==> src/rtl/ccr_unit_pkg.sv <==
`default_nettype none
// ============================================================================
//  Module      : ccr_unit_pkg
//  Description : Shared constants for the condition-code register unit:
//                flag bit positions and jump-condition encodings.
//  Revision    : 1.0 - initial release
// ============================================================================
package ccr_unit_pkg;

    localparam int CCR_W  = 3;

    // Bit positions of the flags inside the 3-bit CCR word
    localparam int FLAG_Z = 0;
    localparam int FLAG_N = 1;
    localparam int FLAG_C = 2;

    // Jump-condition field encodings
    typedef enum logic [1:0] {
        JC_Z      = 2'd0,
        JC_N      = 2'd1,
        JC_C      = 2'd2,
        JC_ALWAYS = 2'd3
    } jcond_e;

endpackage
`default_nettype wire

==> src/rtl/ccr_stack.sv <==
`default_nettype none
// ============================================================================
//  Module      : ccr_stack
//  Description : Small LIFO for saved CCR words. Push when full and pop when
//                empty are ignored (the parent flags those as errors).
//                Simultaneous push and pop replaces the top entry.
//  Revision    : 1.0 - initial release
// ============================================================================
module ccr_stack #(
    parameter int DEPTH = 2,
    parameter int WIDTH = 3
) (
    input  logic             clk,
    input  logic             rst,
    input  logic             push,
    input  logic             pop,
    input  logic [WIDTH-1:0] din,
    output logic [WIDTH-1:0] top,
    output logic             full,
    output logic             empty
);

    localparam int CW = $clog2(DEPTH + 1);

    logic [CW-1:0]    r_count;
    logic [WIDTH-1:0] r_mem [DEPTH];

    assign full  = (r_count == CW'(DEPTH));
    assign empty = (r_count == '0);

    // Occupancy counter: only a lone push or a lone pop changes the depth
    always_ff @(posedge clk) begin
        if (rst) begin
            r_count <= '0;
        end else if (push && !pop && !full) begin
            r_count <= r_count + CW'(1);
        end else if (pop && !push && !empty) begin
            r_count <= r_count - CW'(1);
        end
    end

    for (genvar i = 0; i < DEPTH; i++) begin : g_slot
        // Slot i takes a lone push into the next free slot, or a replace of the current top
        always_ff @(posedge clk) begin
            if (rst) begin
                r_mem[i] <= '0;
            end else if (push && !pop && (r_count == CW'(i))) begin
                r_mem[i] <= din;
            end else if (push && pop && (r_count == CW'(i + 1))) begin
                r_mem[i] <= din;
            end
        end
    end

    // Top-of-stack mux; reads as zero while empty
    always_comb begin
        top = '0;
        for (int i = 0; i < DEPTH; i++) begin
            if (r_count == CW'(i + 1)) begin
                top = r_mem[i];
            end
        end
    end

endmodule
`default_nettype wire

==> src/rtl/ccr_unit.sv <==
`default_nettype none
// ============================================================================
//  Module      : ccr_unit
//  Description : Condition-code register (Z/N/C). Applies ALU flag updates,
//                set/clear-carry, consumes flags on taken conditional jumps,
//                and saves/restores the flags on interrupt entry and RTI.
//  Revision    : 1.0 - initial release
// ============================================================================
module ccr_unit
    import ccr_unit_pkg::*;
#(
    parameter int STACK_DEPTH = 2
) (
    input  logic             clk,
    input  logic             rst,
    input  logic [CCR_W-1:0] alu_ccr,
    input  logic             alu_we,
    input  logic [CCR_W-1:0] alu_mask,
    input  logic             setc,
    input  logic             clrc,
    input  logic             jmp_valid,
    input  logic [1:0]       jmp_cond,
    input  logic             int_save,
    input  logic             rti_restore,
    output logic [CCR_W-1:0] ccr,
    output logic             jmp_taken,
    output logic             stack_err
);

    logic [CCR_W-1:0] r_ccr;
    logic             r_err;

    logic             w_taken;
    logic [CCR_W-1:0] w_consume;
    logic [CCR_W-1:0] w_work;
    logic [CCR_W-1:0] w_top;
    logic [CCR_W-1:0] w_push_data;
    logic             w_full;
    logic             w_empty;

    // Jump resolution against the registered flags; a taken conditional jump consumes its flag
    always_comb begin
        w_taken   = 1'b0;
        w_consume = '0;
        if (jmp_valid) begin
            case (jmp_cond)
                JC_Z: begin
                    w_taken           = r_ccr[FLAG_Z];
                    w_consume[FLAG_Z] = r_ccr[FLAG_Z];
                end
                JC_N: begin
                    w_taken           = r_ccr[FLAG_N];
                    w_consume[FLAG_N] = r_ccr[FLAG_N];
                end
                JC_C: begin
                    w_taken           = r_ccr[FLAG_C];
                    w_consume[FLAG_C] = r_ccr[FLAG_C];
                end
                default: begin
                    w_taken = 1'b1;
                end
            endcase
        end
    end

    // Working copy: jump consume, then masked ALU write, then set/clear carry (clear wins)
    always_comb begin
        w_work = r_ccr & ~w_consume;
        if (alu_we) begin
            w_work = (w_work & ~alu_mask) | (alu_ccr & alu_mask);
        end
        if (setc) begin
            w_work[FLAG_C] = 1'b1;
        end
        if (clrc) begin
            w_work[FLAG_C] = 1'b0;
        end
    end

    // Push+pop together rewrites the top with itself, so the stack is left intact
    assign w_push_data = rti_restore ? w_top : w_work;

    ccr_stack #(
        .DEPTH (STACK_DEPTH),
        .WIDTH (CCR_W)
    ) u_stack (
        .clk   (clk),
        .rst   (rst),
        .push  (int_save),
        .pop   (rti_restore),
        .din   (w_push_data),
        .top   (w_top),
        .full  (w_full),
        .empty (w_empty)
    );

    // Flag register and sticky stack-error; restore overrides all normal updates
    always_ff @(posedge clk) begin
        if (rst) begin
            r_ccr <= '0;
            r_err <= 1'b0;
        end else if (rti_restore && int_save) begin
            r_ccr <= w_top;
        end else if (rti_restore) begin
            if (w_empty) begin
                r_ccr <= '0;
                r_err <= 1'b1;
            end else begin
                r_ccr <= w_top;
            end
        end else begin
            r_ccr <= w_work;
            if (int_save && w_full) begin
                r_err <= 1'b1;
            end
        end
    end

    assign ccr       = r_ccr;
    assign jmp_taken = w_taken;
    assign stack_err = r_err;

endmodule
`default_nettype wire
==> config.mk <==
export PLATFORM = sky130hd
export DESIGN_NAME = ccr_unit
export DESIGN_NICKNAME = d
export VERILOG_FILES = /design/src/rtl/ccr_unit_pkg.sv /design/src/rtl/ccr_stack.sv /design/src/rtl/ccr_unit.sv
export SDC_FILE = /design/constraint.sdc
export NUM_CORES = 1
export LEC_CHECK = 0
export CAP_MARGIN = 10
export CELL_PAD_IN_SITES_DETAIL_PLACEMENT = 1
export CELL_PAD_IN_SITES_GLOBAL_PLACEMENT = 1
export CORE_UTILIZATION = 36
export CTS_CLUSTER_DIAMETER = 80
export DETAILED_ROUTE_END_ITERATION = 16
export PLACE_DENSITY = 0.84
export SYNTH_ARGS = -nofsm -noshare
export SYNTH_HDL_FRONTEND = slang
export SYNTH_SLANG_ARGS = --single-unit
==> constraint.sdc <==
create_clock -name clk -period 2.1 [get_ports clk]
set_input_delay 0.525 -clock clk [delete_from_list [all_inputs] [get_ports clk]]
set_output_delay 0.525 -clock clk [all_outputs]
set_load 0.03 [all_outputs]
* Word level (Yosys, flattened, before mapping) *
Memories as Yosys holds them, arrays and structs flattened.
Cells that the tools add are included.

storage, ports and cells
  memory bits (writable) = 6
  input bits = 16
  memories kept = 1
  output and inout port bits = 5
  register bits = 6

memories
  memory         depth  width  read ports  clocked after Yosys merged registers in  wr ports  line             RTL
  u_stack.r_mem  2      3      2           0                                        2         ccr_stack.sv:26  logic [WIDTH-1:0] r_mem [DEPTH];

cells by class
  add/subtract/negate cells = 2
  equality and inequality tests = 5
  muxes and demuxes = 40
  reductions and logical operators = 19
  bitwise logic cells = 11

operator list
  operator                                                                 number
  3-bit two-way mux                                                        12
  1-bit two-way mux                                                        25
  1-bit logical AND                                                        10
  3-bit AND                                                                3
  3-bit inverter                                                           2
  2-bit by 1-bit equality test with 1-bit output, second input constant    2
  2-bit equality test, second input constant                               2
  1-bit logical NOT                                                        4
  2-bit logical NOT                                                        2
  2-bit two-way mux                                                        2
  1-bit bitwise OR                                                         4
  2-bit nonzero test                                                       2
  3-bit bitwise OR                                                         1
  1-bit case mux with 3 select lines                                       1
  3-bit AND reduction                                                      1
  2-bit by 1-bit adder with 2-bit output, second input constant            1
  2-bit by 1-bit inequality test with 1-bit output, second input constant  1
  2-bit by 1-bit subtractor with 2-bit output, second input constant       1
  1-bit inverter                                                           1

* Depth between registers and ports, before layout *
Gate-level depths: netlist of the first run.

  depth after elaboration = 13
  mapped depth = 6

* Hierarchy *
Synthesis of the first run repeated with hierarchy kept, for this count alone.

second synthesis, totals
  cells, all modules = 81
  area total of the unflattened synthesis = 782.0 um^2

modules (own cells, without submodules)
  module     area each (um^2)  cells an instance  instances
  ccr_stack  470.5             42                 1
  ccr_unit   311.5             39                 1

* Least setup slack after synthesis of the first run *
OpenSTA, ideal clock, no wires.

  path kind = flip-flop to output port
  start point = register r_ccr[1], in the netlist ccr[1]
  end point = output jmp_taken
  cell stages (with the launch flop) = 4
  buffers on the path = 0
  data required time = 1.575 ns
  data arrival time = 1.054 ns
  slack = 0.521 ns
  path through = dfxtp_1 > mux2i_1 > o21ai_0 > and2_1

between the ends
  longest elaborated chain between the ends = 2

ends and longest elaborated chain
  element                             line             RTL
  start, declared                     ccr_unit.sv:30   logic [CCR_W-1:0] r_ccr;
  start signal, assigned              ccr_unit.sv:103  r_ccr <= w_top;
  start signal, assigned              ccr_unit.sv:109  r_ccr <= w_top;
  start signal, assigned              ccr_unit.sv:112  r_ccr <= w_work;
  1-bit case mux with 3 select lines  ccr_unit.sv:46   case (jmp_cond)
  1-bit two-way mux                   ccr_unit.sv:45   if (jmp_valid) begin
  end, declared                       ccr_unit.sv:26   output logic jmp_taken,

Every way passes these cells.

* Worst setup path after layout of the first run *
  start point = input jmp_cond[0]
  end point = output jmp_taken

between the ends
  longest elaborated chain between the ends = 3
  elaborated cells on any way between the ends = 5

ends and longest elaborated chain
  element                                      line            RTL
  start, declared                              ccr_unit.sv:22  input logic [1:0] jmp_cond,
  2-bit equality test (tied with other cells)  ccr_unit.sv:46
  1-bit case mux with 3 select lines *         ccr_unit.sv:46
  1-bit two-way mux *                          ccr_unit.sv:45

Every way passes the cells marked *; elsewhere a longest branch is shown, timed or not.

==> out/qor.yml, run 1 <==
wirelength_mm: 2.33
clock_skew_ns: 0.00151
ios: 21
dieArea_um2: 2590
cp-start-kind: "input port"
syn_area_per_cell_um2: 9.89
cts_max_level: 1
io_buffers: 20
synth_seq_cells: 12
rows: 17
area_growth_pct: 31.0
wl_per_cell_um: 16.6
p_leak_nw: 0.451
vdd_ir_drop_max_uv: 350
drive_gt1_frac: 0.179
postSynthCellCount: 87
first_iter_violations: 14
syn_nets: 106
netlist_area_um2: 861
power.density_nw_per_um2: 550
core_area_um2: 2230
slew_headroom: 0.780
dpl.hpwl_mm: 1.80
cts_tree: "yes"
synth_top_area_share: 0.209
hold_viol: 0
die-width_um: 50.9
critical_path_class: "input port to output pin"
routabilityCongestion: 0.786
status: "finished clean"
hold_path_class: "flop to flop"
fillers: 260
grt_pass1_vias: 852
drv_slew: 0
grt_remaining_overflow: 0
cts_setup_buffers: 0
path_clk_slew_ns: 0.08
drtPass1Iterations: 4
maxCapViolations: 0
cp_data_arrival_time_ns: 1.45
cts_buffers: 3
fin_crit_sh: 0.940
async_reset_ff_frac: 0
ys_warn_count: 0
synth_edf_count: 6
antenna_found_initial: 0
start_util: 0.385
die_h_um: 50.9
yosysSeqAreaShare: 0.349
setup_viol: 0
antenna_left: 0
yosysUniqueCellTypes: 38
clock_path_buffers: 2
cp_max_fo: 4
cts.sinks: 12
rsz0062_at_grt: "false"
synth_area_leaders: "edfxtp_1 (21%), dfxtp_1 (14%), ha_1 (4.4%), a21oi_1 (4.1%), and3b_1 (4.1%)"
multi_input_area_um2: 510
grt_pass1_wl_mm: 4.07
power.total_uw: 620
cp.required_ns: 1.57
drc: 0
synth_largest_area_cell: "edfxtp_1"
grt_usage: 0.215
vias_per_cell: 5.69
worstMarginPinSlew_ns: 0.326
post-synth-top-count-cell: "nand2_1"
grt_max_degree: 12
fmax_mhz: 507
fin_ws_ns: 0.127
clk_latency_ns: 0.28
num-nets-final: 132
vias: 796
end_kind: "output pin"
setup_tns_ns: 0
cts-root-buf: "clkbuf_4"
n_antenna_cell: 0
seq_area_um2: 300
post-route-min-period_ns: 1.97
ys_top_cells_by_count: "nand2_1 (8), a21oi_1 (7), dfxtp_1 (6), edfxtp_1 (6), o21ai_0 (5)"
cts.hold.buffers_added: 0
place_ws_ns: -0.139
ys.flop_type: "edfxtp_1"
[worst max-delay path: stages]
cell and delay (ns):
dlygate4sd2_1 0.27, mux2i_1 0.21, o21ai_0 0.10, and2_1 0.18, buf_4 0.17
[final timing paths]
kind | cells past startpoint | slack, ns | end | startpoint
hold / removal | 2 | 0.51 | stack_err | stack_err
setup / recovery | 5 | 0.13 | jmp_taken | jmp_cond[0]
setup reg to reg | 5 | 0.46 | u_stack.r_mem[1][1] | u_stack.r_count[0]
hold reg to reg | 2 | 0.51 | stack_err | stack_err
[flip-flops by register name (all words and copies together) (netlist names)]
signal / count
ccr: 3
u_stack.r_count: 2
u_stack.r_mem: 6
stack_err: 1
[metrics by stage]
stage,hold slack (ns),util,cell area (um2),std cells
global placement,0.454,0.492,1100,136
floorplan,0.559,-,861,87
finish,0.510,0.505,1130,140
detailed placement,0.502,0.492,1100,136
global route,0.543,0.505,1130,140
CTS,0.521,0.504,1120,140
[repair_timing]
item / 4_1_cts / 5_1_grt
gates resized for setup: 1 / 1
endpoints found under the setup margin: 1 / 1
pin swaps: 0 / 0
[cells in the final DEF, fill, tap and decap left out, drive strengths merged, types with 2 or more instances in the layout]
| cell | instances |
|---|---|
| edfxtp | 6 |
| and4b | 2 |
| nor2 | 2 |
| inv | 5 |
| o211ai | 2 |
| and3b | 4 |
| clkdlybuf4s50 | 17 |
| a41oi | 2 |
| clkbuf | 3 |
| a21oi | 7 |
| buf | 6 |
| nand2 | 9 |
| and2 | 4 |
| mux2 | 2 |
| nor3b | 3 |
| o2111ai | 3 |
| o41ai | 3 |
| dfxtp | 6 |
| nand3b | 2 |
| o21ai | 5 |
| ha | 3 |
[logic make-up after synthesis]
kind of cell	count (synthesis)	synth area share
flops	12	0.349
simple gates	32	0.237
buf+inv	9	0.0581
compound gates	28	0.270
fa+ha+maj	3	0.0436
mux	3	0.0421
[power by group]
group	switching [mW]	total (mW)	internal, mW
sequential	0.00979	0.274	0.264
clock	0.0833	0.152	0.0690
combinational	0.102	0.193	0.0910
total	0.195	0.620	0.424
[metal layers]
layer  vias to the layer above  part of all wire  wire length, um  GRT usage
li1                        388                 -                -          -
met4                         0            0.0043               10     0.0278
met5                         -                 0                0          0
met3                         2             0.055              128     0.0685
met2                        26              0.51             1180      0.393
met1                       380              0.44             1010      0.248
[area by class of cell]
cell class / count / share of cell area
well taps: 28 / 0.0311
flip-flops and latches: 12 / 0.266
clock inverters: 1 / 0.00333
inverters: 5 / 0.0166
repair buffers: 25 / 0.210
clock buffers: 3 / 0.0200
multi-input cells: 66 / 0.453
(Power assumes the default switching activity.)
==> run 2, diff against run 1 <==
--- a/config.mk
+++ b/config.mk
@@ -8,10 +8,11 @@
 export CAP_MARGIN = 10
 export CELL_PAD_IN_SITES_DETAIL_PLACEMENT = 1
 export CELL_PAD_IN_SITES_GLOBAL_PLACEMENT = 1
-export CORE_UTILIZATION = 36
+export CORE_UTILIZATION = 46
 export CTS_CLUSTER_DIAMETER = 80
 export DETAILED_ROUTE_END_ITERATION = 16
-export PLACE_DENSITY = 0.84
+export DONT_BUFFER_PORTS = 1
+export PLACE_DENSITY = 0.83
 export SYNTH_ARGS = -nofsm -noshare
 export SYNTH_HDL_FRONTEND = slang
 export SYNTH_SLANG_ARGS = --single-unit
==> out/qor.yml, run 2 (same netlist as run 1, synthesis figures left out) <==
status: "finished clean"
fmax_mhz: 542
grt_pass1_vias: 746
num-nets-final: 109
max_stage_delay_ns: 0.53
antenna_found_initial: 0
crit_start: "ccr[2]"
rows: 15
wl_met2_um: 999
cp_max_fo: 3
p_leak_nw: 0.350
dpl.hpwl_mm: 1.55
cp-start-kind: "flop"
dieArea_um2: 2050
antenna_left: 0
n_antenna_cell: 0
drc: 0
grt_usage: 0.227
fillers: 210
wirelength_mm: 2.06
vias_per_cell: 6.24
rsz0062_at_grt: "false"
rr_startpoint: "u_stack.r_count[0]"
final_common_cell: "nand2_1"
vias: 711
multi_input_area_um2: 510
io_buffers: 0
drtPass1Iterations: 3
cts_max_level: 1
wl_met1_um: 902
wl_per_cell_um: 18.1
power.density_nw_per_um2: 627
worstMarginPinSlew_ns: 0.470
drive_gt1_frac: 0.180
clock_path_buffers: 2
cts_setup_buffers: 0
routabilityCongestion: 0.740
cts_buffers: 3
setup_viol: 0
setup_tns_ns: 0
min_from: "rst"
area_growth_pct: 4.80
route.met3.wl_um: 106
drv_slew: 0
hold_path_class: "input port to flop"
slew_headroom: 0.685
cts_tree: "yes"
path_clk_slew_ns: 0.08
cts-root-buf: "clkbuf_4"
worst_path_max_delay_cell: "dfxtp_1"
end_kind: "output pin"
core_area_um2: 1750
clock_skew_ns: 0.00223
vdd_ir_drop_max_uv: 349
critical_path_class: "flop to output pin"
cp.required_ns: 1.57
first_iter_violations: 6
cp_common_cell: "o21ai_0"
grt_pass1_wl_mm: 3.18
cp_data_arrival_time_ns: 1.32
seq_area_um2: 300
grt_max_degree: 23
routed.top_layer: "met4"
die-width_um: 45.3
cts_resized: 0
post-route-min-period_ns: 1.85
power.total_uw: 566
cts.hold.buffers_added: 0
cts.sinks: 12
largest_reg_flops: 6
start_util: 0.493
fin_crit_sh: 0.879
ios: 21
path_cells: "o21ai_0 > o21ai_0 > and2_1"
top_register: "u_stack.r_mem"
clk_latency_ns: 0.29
layout_common_cells: "nand2_1 (8), a21oi_1 (7), dfxtp_1 (6), edfxtp_1 (6), o21ai_0 (5)"
hold_viol: 0
die_h_um: 45.3
maxCapViolations: 0
grt_remaining_overflow: 0
## run 2: cell types whose count changed in the layout (fill, tap and decap cells not counted), sizes merged
| cell | change |
|---|---|
| buf | -4 |
| dlygate4sd2 | -1 |
| clkdlybuf4s50 | -17 |
| dlymetal6s2s | -1 |
## run 2: metal layers
layer | track usage | vias to the layer above
li1 | - | 336
met1 | 0.253 | 347
met2 | 0.394 | 23
met3 | 0.0520 | 5
met4 | 0.127 | 0
met5 | 0 | -
## run 2: layout make-up
class / instances / area share
multi-input cells: 66 / 0.566
flip-flops and latches: 12 / 0.333
well taps: 25 / 0.0347
clock buffers: 3 / 0.0250
inverters: 5 / 0.0208
repair buffers: 2 / 0.0166
clock inverters: 1 / 0.00416
## run 2: power breakdown
group	internal, mW	switching, mW	total (mW)	leakage (nW)
clock network	0.0691	0.0903	0.159	0.0154
registers	0.264	0.0152	0.279	0.112
logic	0.0546	0.0724	0.127	0.222
total	0.388	0.178	0.566	0.350
## run 2: path summary, 6_finish.rpt
check,to,slack (ns),cells past startpoint
setup reg to reg,u_stack.r_mem[0][2],0.47,5
hold / removal,u_stack.r_count[1],0.30,1
setup / recovery,jmp_taken,0.25,3
hold reg to reg,u_stack.r_count[0],0.65,2
## run 2: worst max-delay path, delay by kind of cell, from the launching register on
family          cells  cell delay, ns
simple gates        1            0.32
flops               1            0.53
compound gates      2            0.18
## run 2: metrics by stage
step,hold WS [ns],worst slack (ns),area [um2],cells,utilization
2_1_floorplan,0.559,0.521,861,87,-
3_3_place_gp,0.587,0.516,876,110,0.502
3_5_place_dp,0.598,0.487,876,110,0.502
4_1_cts,0.295,0.248,902,114,0.517
5_1_grt,0.294,0.145,902,114,0.517
6_report,0.296,0.255,902,114,0.517
==> run 3, diff against run 2 <==
--- a/config.mk
+++ b/config.mk
@@ -8,11 +8,12 @@
 export CAP_MARGIN = 10
 export CELL_PAD_IN_SITES_DETAIL_PLACEMENT = 1
 export CELL_PAD_IN_SITES_GLOBAL_PLACEMENT = 1
-export CORE_UTILIZATION = 46
+export CORE_UTILIZATION = 40
 export CTS_CLUSTER_DIAMETER = 80
 export DETAILED_ROUTE_END_ITERATION = 16
 export DONT_BUFFER_PORTS = 1
-export PLACE_DENSITY = 0.83
+export PLACE_DENSITY = 0.75
+export SLEW_MARGIN = 25
 export SYNTH_ARGS = -nofsm -noshare
 export SYNTH_HDL_FRONTEND = slang
 export SYNTH_SLANG_ARGS = --single-unit
==> out/qor.yml, run 3 (same netlist as run 1, synthesis figures left out) <==
place_ws_ns: 0.442
ios: 21
fin_util: 0.452
cts.hold.buffers_added: 0
setup_viol: 0
cp_data_arrival_time_ns: 1.35
grt_pass1_wl_mm: 3.57
n_antenna_cell: 0
crit_start: "ccr[2]"
grt_util_met1: 0.256
hold_path_class: "input port to flop"
critical_path_class: "flop to output pin"
wirelength_mm: 2.08
use_met2: 0.336
num-nets-final: 109
start_util: 0.430
vias: 706
rows: 16
cp_max_fo: 3
dpl.hpwl_mm: 1.61
cts-root-buf: "clkbuf_4"
cts_resized: 0
hold_viol: 0
final_common_cell: "nand2_1"
rr_startpoint: "u_stack.r_count[0]"
routabilityCongestion: 0.722
wl_per_cell_um: 17.9
clock_skew_ns: 0.00144
power.density_nw_per_um2: 630
largest_reg_flops: 6
area_growth_pct: 5.09
dieArea_um2: 2340
core_area_um2: 2000
cts_setup_buffers: 0
die-width_um: 48.4
cts_buffers: 3
grt_max_degree: 23
die_h_um: 48.4
rsz0062_at_grt: "false"
drc: 0
setup_tns_ns: 0
maxCapViolations: 0
fin_ws_ns: 0.223
first_iter_violations: 10
busiest_layer: "met2"
status: "finished clean"
drive_gt1_frac: 0.180
vdd_ir_drop_max_uv: 253
worstMarginPinSlew_ns: 0.464
cts_max_level: 1
io_buffers: 0
antenna_found_initial: 0
grt_pass1_vias: 736
p_leak_nw: 0.350
clk_latency_ns: 0.28
end_kind: "output pin"
cts.sinks: 12
path_clk_slew_ns: 0.09
antenna_left: 0
grt_remaining_overflow: 0
drv_slew: 0
clock_path_buffers: 2
fin_crit_sh: 0.894
grt_usage: 0.201
top_register: "u_stack.r_mem"
cp-start-kind: "flop"
vias_per_cell: 6.09
slew_headroom: 0.689
fillers: 238
cts_tree: "yes"
fmax_mhz: 533
post-route-min-period_ns: 1.88
drtPass1Iterations: 4
cp.required_ns: 1.57
met3_usage: 0.0629
min_from: "rst"
layout_common_cells: "nand2_1 (8), a21oi_1 (7), dfxtp_1 (6), edfxtp_1 (6), o21ai_0 (5)"
-- run 3: cell counts in the layout (fill, tap and decap cells not counted) --
Identical to the previous run, type by type.
-- run 3: area by class of cell --
| cell class | instances | area, um2 | area share |
|---|---|---|---|
| multi-input cells | 66 | 510 | 0.564 |
| flip-flops and latches | 12 | 300 | 0.332 |
| clock inverters | 1 | 3.75 | 0.00415 |
| repair buffers | 2 | 15.0 | 0.0166 |
| well taps | 27 | 33.8 | 0.0373 |
| clock buffers | 3 | 22.5 | 0.0249 |
| inverters | 5 | 18.8 | 0.0207 |
-- run 3: path summary, 6_finish.rpt --
check                        endpoint  slack [ns]  cells past startpoint
setup / recovery            jmp_taken        0.22                      3
hold / removal     u_stack.r_count[1]        0.30                      1
setup reg to reg  u_stack.r_mem[1][2]        0.43                      5
hold reg to reg    u_stack.r_count[0]        0.63                      2
-- run 3: where the power goes --
part	internal [mW]	switching, mW	leakage (nW)
sequential	0.264	0.0162	0.112
clock	0.0691	0.0929	0.0154
combinational	0.0550	0.0727	0.222
-- run 3: critical path: stages, from the launching register on --
cell	delay, ns
dfxtp_1	0.54
o21ai_0	0.13
o21ai_0	0.08
and2_1	0.32
-- run 3: routing by layer --
metal / share of wire / vias to the layer above
li1: - / 339
met3: 0.062 / 3
met2: 0.47 / 21
met1: 0.46 / 343
met4: 0.0077 / 0
met5: 0 / -
-- run 3: through the flow --
stage / instance area, um2 / hold slack (ns) / power [mW] / instances
floorplan: 861 / 0.559 / 0.394 / 87
global placement: 878 / 0.577 / 0.408 / 112
detailed placement: 878 / 0.599 / 0.413 / 112
CTS: 905 / 0.292 / 0.570 / 116
global route: 905 / 0.287 / 0.598 / 116
finish: 905 / 0.296 / 0.570 / 116
==> RTL edit 1, RTL diff (config.mk and constraints of run 3) <==
Make the reset (`rst`) asynchronous in 3 clocked blocks.
--- a/src/rtl/ccr_stack.sv
+++ b/src/rtl/ccr_stack.sv
@@ -30,5 +30,5 @@
 
     // Occupancy counter: only a lone push or a lone pop changes the depth
-    always_ff @(posedge clk) begin
+    always_ff @(posedge clk or posedge rst) begin
         if (rst) begin
             r_count <= '0;
@@ -42,5 +42,5 @@
     for (genvar i = 0; i < DEPTH; i++) begin : g_slot
         // Slot i takes a lone push into the next free slot, or a replace of the current top
-        always_ff @(posedge clk) begin
+        always_ff @(posedge clk or posedge rst) begin
             if (rst) begin
                 r_mem[i] <= '0;
--- a/src/rtl/ccr_unit.sv
+++ b/src/rtl/ccr_unit.sv
@@ -96,5 +96,5 @@
 
     // Flag register and sticky stack-error; restore overrides all normal updates
-    always_ff @(posedge clk) begin
+    always_ff @(posedge clk or posedge rst) begin
         if (rst) begin
             r_ccr <= '0;
Function: differs if rst is asserted again (counterexample within 4 cycles, from zero or initial values and one cycle with rst high); with rst held inactive, the same outputs for 10 cycles.
==> RTL edit 1 against run 3 <==
Final cell count shrank 8.6%; synthesized area shrank 11%; cell area shrank 10%; critical endpoint unchanged; largest cell class unchanged; clock skew grew 0.0027 ns; wire length shrank 19%; worst setup slack lost 0.076 ns; critical path depth is the same; sequential cell count is the same.
Power is not compared: it rests on default switching activity, and its combinational part moved more than twofold at a synthesized area within 25%.
==> RTL edit 1: results (changes against run 3) <==
| Metric | Value |
|---|---|
| Hold crit path type | input port to asynchronous set/reset pin (was input port to register) |
| Most used DFF post-synth | dfrtp_1 (was edfxtp_1) |
| Share of layout cells above drive strength 1 | 17.3% (was 18.0%) |
| Skew final | 0.00410 ns (was 0.00144 ns) |
| Multi-input gates | 60 (was 66) |
| Total power | about 0.93 mW |
| Place WS | 0.361 ns (was 0.442 ns) |
| Status | completed (unchanged) |
| RR Endpoint | u_stack.r_mem[1]$_DFFE_PP0P_ (was u_stack.r_mem[1][2]$_SDFFCE_PN0P_) |
| Buffering overhead | 0.922% (was 1.66%) |
| Top post-synthesis cells by area | dfrtp_1 (39%), mux2_2 (8.8%), ha_1 (4.9%) (was edfxtp_1 (21%), dfxtp_1 (14%), ha_1 (4.4%)) |
| Total Routing Usage GR | 19.2% (was 20.1%) |
| Worst r2r src | u_stack.r_count[0]$_DFFE_PP0P_ (was u_stack.r_count[0]$_SDFFE_PP0P_) |
| Dpl hpwl | 1.32 mm (was 1.61 mm) |
| Initial DRC count | 7 (was 10) |
| Distinct cells, synth | 32 (was 38) |
| Least-Margin Pin Slew | 0.468 ns (was 0.464 ns) |
| Sequential share of cell area | 37.0% (was 33.2%) |
| Fill count | 222 (was 238) |
| Signal buffers | 1 (was 2) |
| Number of global-route vias before repair | 657 (was 736) |
| Multi-input gate area | 433 µm² (was 510 µm²) |
| Ys async rst share | 100% (was 0%) |
| Placer Congestion | 0.699 (was 0.722) |
| Critical path's slowest cell | dfrtp_1 (was dfxtp_1) |
| Worst setup startpoint | ccr[1]$_DFF_PP0_ (was ccr[2]$_SDFF_PP0_) |
| Largest net degree at the start of global routing | 15 (was 23) |
| Peak Freq | 512 MHz (was 533 MHz) |
| Worst-path clk slew | 0.07 ns (was 0.09 ns) |
| Via count | 634 (was 706) |
RTL edit 1: changes by cell type in the layout (fill, tap and decap cells not counted), sizes merged, moves of 3 or more:
cell            run 3  this run
and2                4         0
o2111ai             3         0
mux2                2         8
dfrtp               0        12
nor3b               3         0
edfxtp              6         0
and3b               4         1
o41ai               3         0
dfxtp               6         0
RTL edit 1: per-layer routing:
layer  vias to the layer above  track usage [%]  wire (µm)
met3                         5             4.76        114
met1                       306             21.5        746
met4                         0             12.4         42
met2                        22             32.3        786
li1                        301                -          -
met5                         -                0          0
RTL edit 1: stage by stage:
stage,instance area [µm²],util [%],std cells
6_report,815,46.2,106
5_1_grt,815,46.2,106
4_1_cts,813,46.1,106
3_5_place_dp,791,44.8,103
3_3_place_gp,791,44.8,103
2_1_floorplan,766,-,80
RTL edit 1: worst register-to-register path, stage by stage (launching register included):
cell     delay (ns)
dfrtp_1        0.41
inv_1          0.10
ha_1           0.38
and3b_1        0.23
a21oi_1        0.15
o21ai_1        0.10
mux2_2         0.27
==> RTL edit 2, RTL diff (config.mk and constraints of run 3) <==
Made on the original files. `CCR_W`: 3 -> 5.
--- a/src/rtl/ccr_unit_pkg.sv
+++ b/src/rtl/ccr_unit_pkg.sv
@@ -8,5 +8,5 @@
 package ccr_unit_pkg;
 
-    localparam int CCR_W  = 3;
+    localparam int CCR_W  = 5;
 
     // Bit positions of the flags inside the 3-bit CCR word
Interface: changed (resized alu_ccr, alu_mask and ccr); port bits go from 21 to 27. No check against the original RTL was run, so the function may have changed too.
==> RTL edit 2 against run 3 <==
Wire length rose by 17%; count of clock-buffer cells in the layout did not move; sequential share of layout area rose by 8.5 points; critical endpoint unchanged; combinational power grew 24%; power increased by 36%; worst setup slack lost 0.075 ns; highest routed layer unchanged; cell area grew 22%; maximum frequency fell by 3.8%; via count increased by 19%; synthesized area increased by 24%; sequential cell count up 6.
==> RTL edit 2: results (changes against run 3) <==
| Metric | Value |
|---|---|
| First-pass GRT wire length | 3.55 mm (was 3.57 mm) |
| Number of global-route vias before repair | 827 (was 736) |
| Share of layout cells above drive strength 1 | 8.62% (was 18.0%) |
| Top post-synthesis cells by area | edfxtp_1 (28%), dfxtp_1 (15%), nor2_1 (7.1%) (was edfxtp_1 (21%), dfxtp_1 (14%), ha_1 (4.4%)) |
| Met3 routed wirelength | 121 µm (was 129 µm) |
| Skew final | 0.00596 ns (was 0.00144 ns) |
| Least-Margin Pin Slew | 0.471 ns (was 0.464 ns) |
| R2R Setup Slk | 0.32 ns (was 0.43 ns) |
| Final #Nets | 140 (was 109) |
| Initial DRC count | 16 (was 10) |
| VDD IR max | 0.000340 V (was 0.000253 V) |
| Largest register FFs | 10 (was 6) |
| Placer Congestion | 0.763 (was 0.722) |
| Syn Inst Count | 117 (was 87) |
| RR Endpoint | u_stack.r_mem[1][3]$_SDFFCE_PN0P_ (was u_stack.r_mem[1][2]$_SDFFCE_PN0P_) |
| Worst r2r path cells | 6 (was 5) |
| Crit-path leading delay family | flip-flops (unchanged) |
| Status | completed (unchanged) |
| Area Overhead vs Synth | 3.76% (was 5.09%) |
| Seq/Total Area, Yosys | 43.2% (was 34.9%) |
| Static Leak | 0.408 nW (was 0.350 nW) |
| Worst setup margin | 0.148 ns (was 0.223 ns) |
| Largest net degree at the start of global routing | 17 (was 23) |
| Total Routing Usage GR | 17.7% (was 20.1%) |
| EDFF count, synth | 10 (was 6) |
| Signal buffers | 0 (was 2) |
| Fill count | 307 (was 238) |
| Placed Area | 0.00108 mm² (was 878 µm²) |
| Distinct cells, synth | 36 (was 38) |
| Met2 WL post-DR | 1.19 mm (was 979 µm) |
| Multi-input gates | 91 (was 66) |
| Dpl hpwl | 1.91 mm (was 1.61 mm) |
| Most used DFF post-synth | edfxtp_1 (unchanged) |
| Clk tree area frac | 2.38% (was 2.90%) |
| Place WS | 0.329 ns (was 0.442 ns) |
| Worst-path clk slew | 0.11 ns (was 0.09 ns) |
| Routed wire length | 2.43 mm (was 2.08 mm) |
| Skew-Pair Late Insertion Delay | 0.30 ns (was 0.28 ns) |
| Multi-input gate area | 569 µm² (was 510 µm²) |
| Post-synth top cells | nor2_1 (20), nand2_1 (13), edfxtp_1 (10), dfxtp_1 (8), o21ai_0 (8) (was nand2_1 (8), a21oi_1 (7), dfxtp_1 (6), edfxtp_1 (6), o21ai_0 (5)) |
| Invs w/o clock | 3 (was 5) |
| Via count | 840 (was 706) |
| Core area | 0.00250 mm² (was 0.00200 mm²) |
| Buffering overhead | 0% (was 1.66%) |
| FF/Latch Area | 460 µm² (was 300 µm²) |
| WL/cell | 16.6 µm (was 17.9 µm) |
| Met1 WL | 1.06 mm (was 957 µm) |
==> RTL edit 2: cell count changes after synthesis, sizes merged, moves of 3 or more <==
cell	delta
o21ai	+3
nor2	+18
o41ai	-3
a22oi	+3
edfxtp	+4
o2111ai	-3
and2	-3
nand2	+4
==> RTL edit 2: report_power, final <==
group | total, mW | internal (mW) | switching [mW] | leakage [nW]
registers | 0.431 | 0.402 | 0.0298 | 0.171
clock network | 0.185 | 0.0692 | 0.116 | 0.0154
logic | 0.159 | 0.0678 | 0.0908 | 0.222
total | 0.775 | 0.539 | 0.236 | 0.408
==> RTL edit 2: logic make-up after synthesis <==
logic type	Yosys count	share of synthesized area [%]
buffers and inverters	8	3.29
and+or+nand+nor	49	22.4
muxes	7	7.05
xor gates and xnor gates	1	0.823
AOI/OAI and AO/OA	31	19.6
adders and majority gates	3	3.53
DFF	18	43.2
==> RTL edit 2: metal layers <==
layer  vias to the layer above  track usage (%)
li1                        418                -
met1                       390             20.1
met2                        26             31.7
met3                         6             4.24
met4                         0             7.02
met5                         -                0
==> RTL edit 2: how the worst min path moves through the flow <==
stage	slack [ns]	end	cells after the start	startpoint
after detailed placement	0.56	u_stack.r_count[0]$_SDFFE_PP0P_	2	u_stack.r_count[0]$_SDFFE_PP0P_
after global routing	0.26	stack_err$_SDFFE_PP0P_	1	rst
after floorplan	0.51	u_stack.r_count[0]$_SDFFE_PP0P_	2	u_stack.r_count[0]$_SDFFE_PP0P_
after CTS	0.27	stack_err$_SDFFE_PP0P_	1	rst
after global placement	0.54	u_stack.r_count[0]$_SDFFE_PP0P_	2	u_stack.r_count[0]$_SDFFE_PP0P_
final	0.28	stack_err$_SDFFE_PP0P_	1	rst
